--- src/rtl/puf_pkg.sv ---
// puf_pkg: shared constants for the PUF challenge sequencer slice.
// Holds the FSM state encodings, the challenge width, the LFSR tap mask,
// the default run parameters and the challenge-advance helper.
package puf_pkg;

  localparam int CHALL_W     = 8;
  localparam int DEF_N_BITS  = 8;
  localparam int DEF_TIMEOUT = 1024;

  // Taps at bits 7,5,4,3: x^8+x^6+x^5+x^4+1, maximal length (period 255).
  localparam logic [CHALL_W-1:0] LFSR_TAPS = 8'hB8;

  typedef logic [1:0] state_t;
  localparam state_t ST_IDLE  = 2'd0;
  localparam state_t ST_CLEAR = 2'd1;
  localparam state_t ST_WAIT  = 2'd2;
  localparam state_t ST_DONE  = 2'd3;

  function automatic logic [CHALL_W-1:0] lfsr_next(input logic [CHALL_W-1:0] c);
    return {c[CHALL_W-2:0], ^(c & LFSR_TAPS)};
  endfunction

endpackage

--- src/rtl/puf_challenge_seq_if.sv ---
// puf_challenge_seq_if: link between the sequencer and one puf_bit instance.
// master (sequencer): drives puf_chall/puf_en/puf_rst, receives puf_resp/puf_finish.
// slave (puf_bit):    receives puf_chall/puf_en/puf_rst, drives puf_resp/puf_finish.
interface puf_challenge_seq_if import puf_pkg::*; ();

  logic [CHALL_W-1:0] puf_chall;
  logic               puf_en;
  logic               puf_rst;
  logic               puf_resp;
  logic               puf_finish;

  modport master (output puf_chall, puf_en, puf_rst, input puf_resp, puf_finish);
  modport slave  (input puf_chall, puf_en, puf_rst, output puf_resp, puf_finish);

endinterface

--- src/rtl/puf_chall_lfsr.sv ---
// puf_chall_lfsr: challenge register, loads a seed or advances by the LFSR.
// Latency: chall updates on the edge where load or step is sampled.
// Backpressure: none; load has priority over step. Ports: clk, rst, load, step, seed -> chall.
module puf_chall_lfsr import puf_pkg::*; (
  input  logic               clk,
  input  logic               rst,
  input  logic               load,
  input  logic               step,
  input  logic [CHALL_W-1:0] seed,
  output logic [CHALL_W-1:0] chall
);

  // An all-zero state would lock the LFSR, so a zero seed becomes 1.
  always_ff @(posedge clk or posedge rst) begin
    if (rst) begin
      chall <= '0;
    end else if (load) begin
      chall <= (seed == '0) ? {{(CHALL_W-1){1'b0}}, 1'b1} : seed;
    end else if (step) begin
      chall <= lfsr_next(chall);
    end
  end

endmodule

--- src/rtl/puf_challenge_seq.sv ---
// puf_challenge_seq: runs N_BITS challenges through one puf_bit and packs the responses.
// Latency: per bit 1 CLEAR cycle + k WAIT cycles (k = finish cycle or TIMEOUT); done after 1 + sum.
// Backpressure: start ignored while busy; abort returns to IDLE from any active state, keeping partials.
// Ports: clk, rst, start, abort, seed -> busy, done, err, resp_word; puf (master modport) to puf_bit.
// Build option PUF_MAJORITY_EN: each challenge evaluated three times, bit = majority vote.
module puf_challenge_seq import puf_pkg::*; #(
  parameter int N_BITS  = DEF_N_BITS,
  parameter int TIMEOUT = DEF_TIMEOUT
) (
  input  logic                clk,
  input  logic                rst,
  input  logic                start,
  input  logic                abort,
  input  logic [CHALL_W-1:0]  seed,
  output logic                busy,
  output logic                done,
  output logic                err,
  output logic [N_BITS-1:0]   resp_word,
  puf_challenge_seq_if.master puf
);

  localparam int IDX_W  = $clog2(N_BITS);
  localparam int TCNT_W = $clog2(TIMEOUT);

  state_t            state;
  logic [IDX_W-1:0]  idx;
  logic [TCNT_W-1:0] tcnt;

  logic accept, tmo, cap, last_idx, last_eval, bit_val;

  assign accept   = (state == ST_IDLE) && start;
  assign tmo      = (tcnt == TCNT_W'(TIMEOUT - 1));
  // A capture ends the current evaluation; abort in the same cycle wins.
  assign cap      = (state == ST_WAIT) && !abort && (puf.puf_finish || tmo);
  assign last_idx = (idx == IDX_W'(N_BITS - 1));

`ifdef PUF_MAJORITY_EN
  logic [1:0] rep;
  logic [1:0] votes;
  logic [1:0] votes_nxt;

  // A timed-out evaluation contributes a 0 vote.
  assign votes_nxt = votes + {1'b0, puf.puf_finish & puf.puf_resp};
  assign last_eval = (rep == 2'd2);
  assign bit_val   = (votes_nxt >= 2'd2);

  always_ff @(posedge clk or posedge rst) begin
    if (rst) begin
      rep   <= '0;
      votes <= '0;
    end else if (accept) begin
      rep   <= '0;
      votes <= '0;
    end else if (cap) begin
      if (last_eval) begin
        rep   <= '0;
        votes <= '0;
      end else begin
        rep   <= rep + 2'd1;
        votes <= votes_nxt;
      end
    end
  end
`else
  assign last_eval = 1'b1;
  assign bit_val   = puf.puf_finish & puf.puf_resp;
`endif

  always_ff @(posedge clk or posedge rst) begin
    if (rst) begin
      state     <= ST_IDLE;
      idx       <= '0;
      tcnt      <= '0;
      resp_word <= '0;
      err       <= 1'b0;
    end else begin
      case (state)
        ST_IDLE: begin
          if (start) begin
            idx       <= '0;
            resp_word <= '0;
            err       <= 1'b0;
            state     <= ST_CLEAR;
          end
        end
        ST_CLEAR: begin
          tcnt  <= '0;
          state <= abort ? ST_IDLE : ST_WAIT;
        end
        ST_WAIT: begin
          if (abort) begin
            state <= ST_IDLE;
          end else if (cap) begin
            if (!puf.puf_finish) err <= 1'b1;
            state <= ST_CLEAR;
            if (last_eval) begin
              resp_word[idx] <= bit_val;
              if (last_idx) state <= ST_DONE;
              else          idx   <= idx + 1'b1;
            end
          end else begin
            tcnt <= tcnt + 1'b1;
          end
        end
        default: state <= ST_IDLE;  // ST_DONE lasts one cycle
      endcase
    end
  end

  puf_chall_lfsr u_lfsr (
    .clk   (clk),
    .rst   (rst),
    .load  (accept),
    .step  (cap && last_eval && !last_idx),
    .seed  (seed),
    .chall (puf.puf_chall)
  );

  assign busy        = (state != ST_IDLE);
  assign done        = (state == ST_DONE) && !abort;
  assign puf.puf_en  = (state == ST_WAIT);
  assign puf.puf_rst = rst || (state == ST_CLEAR);

endmodule

--- src/flat_wrapper.sv ---
// flat-port wrapper written by rule: the top's interface ports become plain ports
module puf_challenge_seq_flat import puf_pkg::*;
#(
  parameter int N_BITS  = DEF_N_BITS,
  parameter int TIMEOUT = DEF_TIMEOUT
)
  (clk, rst, start, abort, seed, busy, done, err, resp_word, puf_puf_chall, puf_puf_en, puf_puf_rst, puf_puf_resp, puf_puf_finish);
  puf_challenge_seq_if puf_i ();
  input  logic clk;
  input  logic rst;
  input  logic start;
  input  logic abort;
  input  logic [CHALL_W-1:0] seed;
  output logic busy;
  output logic done;
  output logic err;
  output logic [N_BITS-1:0] resp_word;
  output wire logic [$bits(puf_i.puf_chall)-1:0] puf_puf_chall;
  output wire logic [$bits(puf_i.puf_en)-1:0] puf_puf_en;
  output wire logic [$bits(puf_i.puf_rst)-1:0] puf_puf_rst;
  input wire logic [$bits(puf_i.puf_resp)-1:0] puf_puf_resp;
  input wire logic [$bits(puf_i.puf_finish)-1:0] puf_puf_finish;
  assign puf_puf_chall = puf_i.puf_chall;
  assign puf_puf_en = puf_i.puf_en;
  assign puf_puf_rst = puf_i.puf_rst;
  assign puf_i.puf_resp = puf_puf_resp;
  assign puf_i.puf_finish = puf_puf_finish;
  puf_challenge_seq #(.N_BITS(N_BITS), .TIMEOUT(TIMEOUT)) u_core (.clk(clk), .rst(rst), .start(start), .abort(abort), .seed(seed), .busy(busy), .done(done), .err(err), .resp_word(resp_word), .puf(puf_i));
endmodule
--- config.mk ---
export PLATFORM = sky130hd
export DESIGN_NAME = puf_challenge_seq_flat
export DESIGN_NICKNAME = d
export VERILOG_FILES = /design/src/rtl/puf_pkg.sv /design/src/rtl/puf_challenge_seq_if.sv /design/src/rtl/puf_chall_lfsr.sv /design/src/rtl/puf_challenge_seq.sv /design/src/flat_wrapper.sv
export SDC_FILE = /design/constraint.sdc
export NUM_CORES = 1
export LEC_CHECK = 0
export CORE_MARGIN = 3
export CORE_UTILIZATION = 51
export DETAILED_ROUTE_END_ITERATION = 8
export HOLD_SLACK_MARGIN = 0.02
export PLACE_DENSITY = 0.77
export REMOVE_ABC_BUFFERS = 1
export SLEW_MARGIN = 20
export SYNTH_ARGS = -nofsm -noshare
export SYNTH_HDL_FRONTEND = slang
export SYNTH_SLANG_ARGS = --single-unit
--- constraint.sdc ---
create_clock -name clk -period 5 [get_ports clk]
set_clock_uncertainty 0.05 [all_clocks]
set_input_delay 1 -clock clk [delete_from_list [all_inputs] [get_ports clk]]
set_output_delay 1 -clock clk [all_outputs]
set_load 0.01 [all_outputs]
==> impl_metrics.yaml <==
worst_hold_path:
  min_path_type: "reg2reg"
worst_setup_path:
  worstPathArrival_ps: 2220
  path_common_cell: "clkdlybuf4s50_1"
  slowest_delay_ps: 540
  path_max_fanout: 5
  worstPathRequired_ps: 3950
  critPathTopFamily: "buffers and inverters"
  critPathKind: "in2out"
  cp_cell_sequence: "clkdlybuf4s50_1 > nor2b_1 > clkdlybuf4s50_1"
  critPathCaptureType: "output port"
  cp-start-kind: "input pin"
  r2r_slack_ps: 2700
  crit_buf_inv: 2
  slowest_stage: "clkdlybuf4s50_1"
global_route:
  grt_use_total_pct: 21.4
  grt_pass1_vias: 1770
  grt_max_degree: 33
  gr-total-overflow: 0
  antenna_found_initial: 0
  grt_pass1_wl_mm: 8.62
clock_tree:
  cts.repair.resized: 0
  hold_buffers: 0
  clockRootBuffer: "clkbuf_8"
  cts_buffers: 5
  clkLatencyLatePin_ps: 290
  cts_sinks: 32
  clk_pin_slew_worst_paths_ps: 70
  htree_levels: 2
  clock_tree.buffer_depth: 2
  post_cts_buffers: 0
  cts_tree: "built"
floorplan:
  io_pins: 35
  die_h_um: 70.3
  num_rows: 22
  die-area_um2: 4940
  core_area_um2: 3830
  start_util_pct: 55.1
  die_w_um: 70.3
place:
  io_buffers: 34
  placed_cell_area_um2: 2460
  gp_congestion: 0.838
  dp_hpwl_mm: 3.52
finish:
  drive_gt1_share_pct: 8.95
  diodes: 0
  postLayoutCoreUtil_pct: 67.1
  final_common_cell: "clkdlybuf4s50_1"
  syn2layout_area_growth_pct: 21.8
  multiInputGateArea_um2: 1200
  fin_nets: 278
  layout_common_cells: "clkdlybuf4s50_1, dfrtp_1, nand3_1"
  fin_area_um2: 2570
  fillers: 319
  seq_area_um2: 801
detailed_routing:
  first_iter_violations: 211
  num_vias: 1923
  avgViaCountPerCell: 6.30
  ant_nets: 0
  drc: 0
  routed_wl_mm: 5.19
  wire_per_inst_um: 17.0
  drtPass1Iterations: 4
sta:
  relSlewSlack_pct: 62.8
  fmax_mhz: 306
  setup_viol: 0
  final-max-slew-violation-count: 0
  layout_min_cycle_time_ps: 3270
  worst_pin_slew_ps: 556
  tns_ps: 0
  hold_viol: 0
  rsz0062_at_grt: "false"
  fin_crit_sh_pct: 65.4
yosys:
  ys.flop_type: "dfrtp_1"
  yosysWarnings: 0
  syn_inst: 224
  synth_area_um2: 2110
  synth.avg_cell_area_um2: 9.41
  synth_seq_cells: 32
  ys_seq_area_share_pct: 38.0
  synth.distinct_cells: 59
  async_flop_share_pct: 100
  synth-edff-count: 0
flow_run:
  drv_cap: 0
pwr:
  ir_drop_v: 0.000335
  p_leak_nw: 1.09
  power.density_nw_per_um2: 467
outcome:
  outcome: "complete, no violations"
## logic make-up after synthesis
family                     Yosys count  synth area share, %
buffers and inverters               21                 4.81
adders and majority gates            8                 4.75
xor gates and xnor gates             3                 1.25
DFF                                 32                 38.0
muxes                                3                 1.48
AOI/OAI and AO/OA                   74                 27.6
and+or+nand+nor                     83                 22.2
## metal layers
metal,GRT usage (%),vias up,part of all wire (%)
met5,0,-,0
met4,6.38,0,1.4
met3,5.18,10,4.8
met2,31.5,53,47
met1,31.0,931,47
li1,-,929,-
## cell usage after synthesis, types with 3 or more instances
library cell	count	share of area, %
nand2_1	13	2.3
and3_1	4	1.2
a21oi_1	9	2.1
o21ai_0	9	2.1
inv_1	9	1.6
a22o_1	4	1.7
buf_2	3	0.71
ha_1	8	4.8
o211ai_1	9	3.2
nor2_1	18	3.2
clkbuf_1	4	0.71
a31oi_1	7	2.1
a221o_1	6	2.9
o2bb2ai_1	6	2.5
dfrtp_1	32	38
o221ai_1	5	2.1
nor3_1	10	2.4
nand3_1	19	4.5
## metrics by stage
stage                     total power [mW]  hold WS (ps)  setup slack, ps  instances
after floorplan                      0.728           472             2660        213
after global placement               0.933           423             1740        297
after detailed placement             0.943           429             1740        297
after CTS                             1.19           448             1720        305
after global routing                  1.27           460             1650        305
final                                 1.20           443             1730        305
## path summary, 6_finish.rpt
| path | start | end | cells past startpoint |
|---|---|---|---|
| setup reg to reg | u_core.state[0]$_DFFE_PP0P_ | u_core.resp_word[5]$_DFFE_PP0P_ | 7 |
| max in group asynchronous | rst | u_core.u_lfsr.chall[4]$_DFFE_PP0P_ | 3 |
| hold reg to reg | u_core.resp_word[4]$_DFFE_PP0P_ | u_core.resp_word[4]$_DFFE_PP0P_ | 1 |
| setup / recovery | abort | done | 3 |
| min in group asynchronous | rst | u_core.u_lfsr.chall[5]$_DFFE_PP0P_ | 3 |
| hold / removal | u_core.resp_word[4]$_DFFE_PP0P_ | u_core.resp_word[4]$_DFFE_PP0P_ | 1 |
## registers in the layout (all words and copies together) (netlist names)
name and flops:
u_core.resp_word 8, u_core.err 1, u_core.state 2, u_core.idx 3, u_core.tcnt 10, u_core.u_lfsr.chall 8
## area by class of cell
class / count / area share [%]
multi-input cells: 171 / 47.0
clock buffers: 6 / 2.83
clock inverters: 2 / 1.37
inverters: 10 / 1.46
repair buffers: 36 / 13.8
flip-flops and latches: 32 / 31.2
well taps: 48 / 2.34
## report_power, final
part | internal (mW) | switching, mW
Sequential | 0.311 | 0.0535
Combinational | 0.257 | 0.329
Clock | 0.148 | 0.101
Total | 0.715 | 0.483
Note: power is estimated with default switching activity, not from simulation.
